<file path="src/rtl/prog_updown_counter.sv">
// Programmable up/down counter over 0..max_val with wrap or saturate boundary
// handling, one-cycle ovf/unf pulses and a saturating boundary-event counter.
module prog_updown_counter #(
  parameter int WIDTH  = 16,
  parameter int STEP_W = 4,
  parameter int EVT_W  = 8
) (
  input  logic              clk,
  input  logic              reset,
  input  logic              en,
  input  logic              up_down,
  input  logic              load,
  input  logic [WIDTH-1:0]  load_val,
  input  logic [STEP_W-1:0] step,
  input  logic [WIDTH-1:0]  max_val,
  input  logic              sat,
  output logic [WIDTH-1:0]  count,
  output logic              ovf,
  output logic              unf,
  output logic              at_max,
  output logic              at_zero,
  output logic [EVT_W-1:0]  evt_cnt
);

  logic [WIDTH-1:0] r_count;
  logic             r_ovf;
  logic             r_unf;
  logic [EVT_W-1:0] r_evt_cnt;

  logic [WIDTH:0]   w_cnt_ext;
  logic [WIDTH:0]   w_max_ext;
  logic [WIDTH:0]   w_max_p1;
  logic [WIDTH:0]   w_step_ext;
  logic [WIDTH:0]   w_s;
  logic [WIDTH:0]   w_sum;
  logic [WIDTH:0]   w_nxt_ext;
  logic [WIDTH-1:0] w_nxt_cnt;
  logic [WIDTH-1:0] w_load_cnt;
  logic             w_ovf;
  logic             w_unf;

  // All range arithmetic is one bit wider than the count so max_val+1 and
  // count+s never truncate before the compare.
  assign w_cnt_ext  = {1'b0, r_count};
  assign w_max_ext  = {1'b0, max_val};
  assign w_max_p1   = w_max_ext + {{WIDTH{1'b0}}, 1'b1};
  assign w_step_ext = {{(WIDTH + 1 - STEP_W){1'b0}}, step};
  assign w_s        = (w_step_ext > w_max_ext) ? w_max_ext : w_step_ext;
  assign w_sum      = w_cnt_ext + w_s;
  assign w_load_cnt = (load_val > max_val) ? max_val : load_val;

  always_comb begin
    w_nxt_ext = w_cnt_ext;
    w_ovf     = 1'b0;
    w_unf     = 1'b0;
    if (w_cnt_ext > w_max_ext) begin
      w_nxt_ext = '0;
      w_ovf     = 1'b1;
    end else if (up_down) begin
      if (w_sum > w_max_ext) begin
        w_ovf     = 1'b1;
        w_nxt_ext = sat ? w_max_ext : (w_sum - w_max_p1);
      end else begin
        w_nxt_ext = w_sum;
      end
    end else begin
      if (w_s > w_cnt_ext) begin
        w_unf     = 1'b1;
        w_nxt_ext = sat ? '0 : (w_cnt_ext + w_max_p1 - w_s);
      end else begin
        w_nxt_ext = w_cnt_ext - w_s;
      end
    end
  end

  assign w_nxt_cnt = w_nxt_ext[WIDTH-1:0];

  always_ff @(posedge clk or posedge reset) begin
    if (reset) begin
      r_count   <= '0;
      r_ovf     <= 1'b0;
      r_unf     <= 1'b0;
      r_evt_cnt <= '0;
    end else if (load) begin
      r_count   <= w_load_cnt;
      r_ovf     <= 1'b0;
      r_unf     <= 1'b0;
      r_evt_cnt <= '0;
    end else if (en) begin
      r_count <= w_nxt_cnt;
      r_ovf   <= w_ovf;
      r_unf   <= w_unf;
      if ((w_ovf || w_unf) && (r_evt_cnt != '1))
        r_evt_cnt <= r_evt_cnt + {{(EVT_W - 1){1'b0}}, 1'b1};
    end else begin
      r_ovf <= 1'b0;
      r_unf <= 1'b0;
    end
  end

  assign count   = r_count;
  assign ovf     = r_ovf;
  assign unf     = r_unf;
  assign evt_cnt = r_evt_cnt;
  assign at_max  = (r_count == max_val);
  assign at_zero = (r_count == '0);

endmodule

</file>
<file path="config.mk">
export PLATFORM = sky130hd
export DESIGN_NAME = prog_updown_counter
export DESIGN_NICKNAME = d
export VERILOG_FILES = /design/src/rtl/prog_updown_counter.sv
export SDC_FILE = /design/constraint.sdc
export NUM_CORES = 1
export LEC_CHECK = 0
export ABC_AREA = 1
export BUFFER_PORTS_ARGS = -buffer_cell sky130_fd_sc_hd__buf_2
export CORE_ASPECT_RATIO = 1.1
export CORE_MARGIN = 3
export CORE_UTILIZATION = 39
export DETAILED_ROUTE_END_ITERATION = 7
export MAX_ROUTING_LAYER = met4
export SETUP_SLACK_MARGIN = 0.15
export SYNTH_ARGS = -nofsm -noshare
export SYNTH_HDL_FRONTEND = slang
export SYNTH_SLANG_ARGS = --single-unit
</file>
<file path="constraint.sdc">
create_clock -name clk -period 5.5 [get_ports clk]
set_clock_uncertainty 0.05 [all_clocks]
set_input_delay 0.275 -clock clk [delete_from_list [all_inputs] [get_ports clk]]
set_output_delay 0.275 -clock clk [all_outputs]
set_load 0.01 [all_outputs]
</file>
==> metrics.cfg, run 1 <==
[finish]
final_net_count=1435
stdcell_count=1494
drive_gt1_share_pct=9.16
most_common_library_cell_in_the_layout_ignoring_fill_and_taps=nand2_1
area_growth_syn_to_layout_pct=13.0
register_cell_area_after_layout_um2=651
fillers=2008
fin_area_mm2=0.00818
multiInputGateArea_mm2=0.00594
layout_common_cells=258 x nand2_1, 168 x inv_1, 121 x nand3_1, 118 x ha_1, 101 x a21oi_1
n_antenna_cell=0

[worst_setup_path]
critical-path-top-cell-by-count=nand2_1
worst_path_max_delay_cell=fa_1
start_kind=primary input
regToRegSetupSlack_ns=1.27
critical-path-top-delay-family=simple AND/OR/NAND/NOR gates
crit_type=in2reg
end_kind=flip-flop
startpoint=max_val[1]
critPathArrivalTime_ns=4.98
slowest_delay_ns=0.45
regToRegStartpoint=count[1]$_DFFE_PP0P_
worstPathBufferInverterCount=6
worstPathMaxFanout=6
cp.required_ns=5.66

[sta]
slew_headroom_pct=18.2
rsz0062_at_grt=no
setup_viol=0
min_period_ns=4.82
min_period_over_period_pct=87.6
highest_clock_frequency_the_design_can_meet_ghz=0.208
hold_viol_final=0
post_layout_worst_setup_margin_ns=0.683
fin_tns_setup_ns=0
drv_slew=0
max_slew.worst_pin.slew_ns=1.22

[power]
switching_power_w=0.00204
intPower_w=0.00140
power_frac_seq_pct=9.3
power.leakage_nw=4.58
power_density_mw_per_mm2=420
share_comb_of_total_power_pct=84.0
power.switching_fraction_pct=59.4
p_clk_share_pct=6.7
report.power.total_w=0.00344
peakVddDrop_v=0.000190

[global_route]
pin_count_of_the_biggest_net_entering_global_routing=30
grt-ovfl-total=0
global_route.usage.total_pct=26.1
grt_antenna_before_repair=0
global_route_wire_length_before_repair_mm=40.5
first_global_vias=7448

[cts]
htreeDepth=1
ctsHoldBuffers=0
worstSkewPairLatency_ns=0.28
cts.clk_slew.worst_paths_ns=0.08
cts_tree=done
cts.root.buffer_cell=clkbuf_16
cts_buffer_depth=2
number_of_sinks_driven_by_the_clock_tree=26
tritoncts.num_buffers=3

[detailed_routing]
detailroute.via_count=7941
route.detailed.drc=0
routed_via_density=5.32
drt.antenna.violating_nets=0
detailedRoute.firstPassIterationCount=5
totalWireLength_mm=25.9
routedWlPerCell_um=17.3
drtIter0Drc=583

[logic_synthesis]
netlist_cell_types=43
synthCells=1151
synth_seq_cells=26
post_synthesis_mean_instance_area_um2=6.30
ys_seq_area_share_pct=8.98
synthesis.area_mm2=0.00725
ys_warn_count=0

[floorplanning]
die_h_um=149
width_of_the_die_um=136
io_pins=70
area_of_the_die_mm2=0.0203
site_row_count=51
core_region_area_mm2=0.0180
starting_density_of_the_core_pct=40.3

[status]
run_status=finished, final reports clean

[job]
cap_viol_max_count=0

[placed_design]
place_congestion=0.954
pre_cts_slack_ns=0.141
io_buffer_count=69
dpl_cell_area_mm2=0.00807
post-place-cells=1490
hpwl_mm=21.7

[hold_path]
hold_class=in2async

-- logic make-up after synthesis --
family	after synthesis	synth area share [%]
compound gates	217	17.4
xor+xnor	52	6.29
fa+ha+maj	136	25.3
buf+inv	201	10.9
flops	26	8.98
other cells	2	0.104
simple gates	517	31.0
-- layer usage --
| layer | share of wire [%] | global-route usage, % |
|---|---|---|
| met1 | 44 | 33.4 |
| met3 | 5.1 | 1.92 |
| met4 | 1.2 | 3.48 |
| met5 | 0 | - |
| met2 | 50 | 46.3 |
-- through the flow --
stage,hold slack [ns],util (%)
floorplan,0.265,-
global placement,0.313,44.9
detailed placement,0.327,44.9
CTS,0.0241,45.5
global route,0.0519,45.5
finish,0.00975,45.5
-- registers in the layout (all words and copies together) (netlist names) --
signal	count
count	16
evt_cnt	8
ovf	1
unf	1
-- area by class of cell --
class                           instances  share of cell area (%)
Sequential cell                        26                    7.95
Timing Repair Buffer                   95                    6.60
Tap cell                              238                    3.64
Multi-Input combinational cell        957                    72.5
Inverter                              174                    7.98
Clock buffer                            3                   0.917
Clock inverter                          1                   0.367
-- worst paths after layout --
kind                                     endpoint  cells past startpoint
hold reg to reg            evt_cnt[1]$_DFFE_PP0P_                      2
setup reg to reg            count[13]$_DFFE_PP0P_                     21
min in group clk                    ovf$_DFF_PP0_                      3
setup / recovery            count[13]$_DFFE_PP0P_                     31
max in group asynchronous   count[13]$_DFFE_PP0P_                      3
hold / removal               count[2]$_DFFE_PP0P_                      3
-- worst reg2reg max path: cells and delay by family, from the launching register on --
kind                       cells  cell delay [ns]
and+or+nand+nor               13             1.69
AOI/OAI and AO/OA              3             0.42
adders and majority gates      2             0.89
buffers and inverters          2             0.30
xor gates and xnor gates       1             0.28
DFF                            1             0.56
-- repair_timing --
action                     4_1_cts  5_1_grt
setup endpoints to repair        0       24
gates resized for setup          0        4
buffers inserted                 0        0
-- power groups by stage --
stage,Clock (W),Combinational [W],Sequential [W]
2_1_floorplan,0,0.00204,0.000310
3_3_place_gp,0,0.00281,0.000323
3_5_place_dp,0,0.00282,0.000323
4_1_cts,0.000233,0.00284,0.000319
5_1_grt,0.000238,0.00325,0.000327
6_report,0.000230,0.00289,0.000320
-- Yosys cell counts, drive strengths merged --
cell type | instances | area share, %
o221ai | 6 | 0.73
buf | 16 | 1.3
o21ai | 60 | 4.1
nand3b | 6 | 0.62
nor4 | 9 | 0.78
or2 | 2 | 0.17
a31oi | 7 | 0.69
fa | 18 | 5.0
a41oi | 1 | 0.38
a21o | 8 | 0.83
o22ai | 3 | 0.26
nand3 | 122 | 8.5
o21a | 6 | 0.62
dfrtp | 26 | 9.0
o211ai | 7 | 0.73
conb | 2 | 0.10
inv | 171 | 8.9
xnor2 | 11 | 1.3
a31o | 1 | 0.12
a21boi | 5 | 0.67
ha | 118 | 20
clkinv | 3 | 0.16
nor2 | 82 | 4.3
nor3 | 13 | 0.90
o2111ai | 1 | 0.12
nand4 | 21 | 1.8
clkbuf | 11 | 0.57
o21bai | 8 | 0.83
nand2 | 261 | 14
a21oi | 102 | 7.1
nor3b | 1 | 0.10
a211oi | 1 | 0.10
xor2 | 41 | 5.0
o31ai | 1 | 0.10
No activity file was read; power rests on OpenSTA's default activity.
==> run 2: changes to the inputs <==
Settings changed: MAX_ROUTING_LAYER met4 to default, SETUP_SLACK_MARGIN 0.15 to 0.3.
==> run 2 against run 1 <==
Largest cell class unchanged. Sequential power is essentially flat. Core utilization grew 0.38 points. Sequential share of layout area shrank 0.066 points. Largest power group unchanged. First-iteration DRC count grew 2.9%. Design area grew 0.84%. Die area is the same. Register-to-register slack gained 0.12 ns. Routed wire length shrank 2.4%. Highest routed layer unchanged. Global-route usage shrank 1.0 points.
==> metrics.cfg, run 2 (synthesis results as in run 1) <==
[worst_setup_path]
worst_path_max_delay_cell=nor4_1  ; was fa_1
cp.required_ns=5.66  ; about the same
slowest_delay_ns=0.48  ; was 0.45 ns
end_kind=flip-flop  ; unchanged
crit_type=in2reg  ; unchanged
critical-path-top-cell-by-count=nand2_1  ; unchanged
regToRegSetupSlack_ns=1.39  ; was 1.27 ns
start_kind=primary input  ; unchanged
worstPathMaxFanout=7  ; was 6
critPathArrivalTime_ns=4.88  ; was 4.98 ns

[cts]
tritoncts.num_buffers=3  ; unchanged
cts_tree=done  ; unchanged
cts_buffer_depth=2  ; unchanged
number_of_sinks_driven_by_the_clock_tree=26  ; unchanged
cts.clk_slew.worst_paths_ns=0.08  ; about the same
htreeDepth=1  ; unchanged
cts.root.buffer_cell=clkbuf_16  ; unchanged
worstSkewPairLatency_ns=0.28  ; about the same
ctsHoldBuffers=0  ; unchanged

[global_route]
first_global_vias=7354  ; was 7,448
global_route.usage.total_pct=25.1  ; was 26.1%
pin_count_of_the_biggest_net_entering_global_routing=30  ; unchanged
global_route_wire_length_before_repair_mm=40.0  ; was 40.5 mm
grt_antenna_before_repair=0  ; unchanged
grt-ovfl-total=0  ; unchanged

[finish]
layout_common_cells=255 x nand2_1, 168 x inv_1, 121 x nand3_1, 118 x ha_1, 101 x a21oi_1  ; was 258 x nand2_1, 168 x inv_1, 121 x nand3_1, 118 x ha_1, 101 x a21oi_1
drive_gt1_share_pct=10.0  ; was 9.16%
most_common_library_cell_in_the_layout_ignoring_fill_and_taps=nand2_1  ; unchanged
final_net_count=1443  ; was 1,435
number_of_flip_flops_in_the_largest_register=16  ; unchanged
fillers=1961  ; was 2,008
n_antenna_cell=0  ; unchanged
area_growth_syn_to_layout_pct=13.9  ; was 13.0%

[sta]
min_period_over_period_pct=85.8  ; was 87.6%
post_layout_worst_setup_margin_ns=0.781  ; was 0.683 ns
min_period_ns=4.72  ; was 4.82 ns
drv_slew=0  ; unchanged
slew_headroom_pct=34.6  ; was 18.2%
rsz0062_at_grt=no  ; unchanged
highest_clock_frequency_the_design_can_meet_ghz=0.212  ; was 0.208 GHz
hold_viol_final=0  ; unchanged
max_slew.worst_pin.slew_ns=0.978  ; was 1.22 ns
setup_viol=0  ; unchanged
fin_tns_setup_ns=0  ; unchanged

[detailed_routing]
detailroute.via_count=7924  ; was 7,941
routed_via_density=5.28  ; was 5.32
drtIter0Drc=600  ; was 583
routedWlPerCell_um=16.8  ; was 17.3 um
totalWireLength_mm=25.3  ; was 25.9 mm
drt.antenna.violating_nets=0  ; unchanged
route.detailed.drc=0  ; unchanged
detailedRoute.firstPassIterationCount=5  ; unchanged

[floorplanning]
core_region_area_mm2=0.0180  ; unchanged
io_pins=70  ; unchanged
width_of_the_die_um=136  ; unchanged
die_h_um=149  ; unchanged
starting_density_of_the_core_pct=40.3  ; unchanged
site_row_count=51  ; unchanged
area_of_the_die_mm2=0.0203  ; unchanged

[placed_design]
hpwl_mm=21.1  ; was 21.7 mm
io_buffer_count=69  ; unchanged
place_congestion=0.959  ; was 0.954
pre_cts_slack_ns=0.163  ; was 0.141 ns

[job]
cap_viol_max_count=0  ; unchanged

[status]
run_status=finished, final reports clean  ; unchanged

[power]
power.leakage_nw=4.62  ; was 4.58 nW
power_density_mw_per_mm2=420  ; about the same
peakVddDrop_v=0.000181  ; was 0.000190 V

[hold_path]
hold_class=in2async  ; unchanged

[run 2: cell count changes in the layout (fill, tap and decap cells not counted), sizes merged]
cell,delta
nand2,+1
buf,+7
[run 2: through the flow]
stage          area [um^2]  hold slack (ns)  instances  util, %  total power [W]
2_1_floorplan         7370            0.265       1184        -          0.00235
3_3_place_gp          8090            0.310       1492     45.0          0.00313
3_5_place_dp          8090            0.315       1492     45.0          0.00313
4_1_cts               8190           0.0105       1496     45.5          0.00338
5_1_grt               8250           0.0551       1502     45.9          0.00388
6_report              8250          0.00781       1502     45.9          0.00346
[run 2: critical path: cells and delay by family]
kind | cells | cell delay (ns)
AND/OR/NAND/NOR | 18 | 2.06
buffers and inverters | 5 | 0.77
AO/OA/AOI/OAI | 5 | 0.71
adder cells (fa/ha/maj) | 2 | 0.67
XOR/XNOR | 1 | 0.38
[run 2: final timing paths]
check / cells past startpoint / endpoint / from
max in group asynchronous: 3 / count[14]$_DFFE_PP0P_ / reset
min reg2reg: 2 / evt_cnt[1]$_DFFE_PP0P_ / evt_cnt[1]$_DFFE_PP0P_
max: 31 / count[13]$_DFFE_PP0P_ / max_val[4]
min in group clk: 3 / unf$_DFF_PP0_ / en
min: 3 / count[5]$_DFFE_PP0P_ / reset
max reg2reg: 21 / count[13]$_DFFE_PP0P_ / count[1]$_DFFE_PP0P_
[run 2: where the power goes]
group          switching (W)  internal (W)
sequential         0.0000937      0.000228
combinational        0.00186       0.00105
clock              0.0000831      0.000146
[run 2: cell type report]
type	count	area [um^2]	share of cell area (%)
Clock inverter	1	30.0	0.364
Tap cell	238	298	3.61
Inverter	174	653	7.91
Sequential cell	26	651	7.88
Timing Repair Buffer	102	593	7.19
Multi-Input combinational cell	958	5950	72.1
Clock buffer	3	75.1	0.910
[run 2: per-layer routing]
layer / routed length [um] / track usage, % / vias up
met1: 11100 / 33.2 / 3560
met2: 12000 / 43.4 / 275
li1: - / - / 4034
met4: 780 / 6.91 / 0
met5: 0 / 0 / -
met3: 1400 / 2.56 / 55
[run 2: what timing repair did]
item,in CTS,in global routing
setup endpoints to repair,0,25
gates resized for setup,0,9
setup buffers,0,5
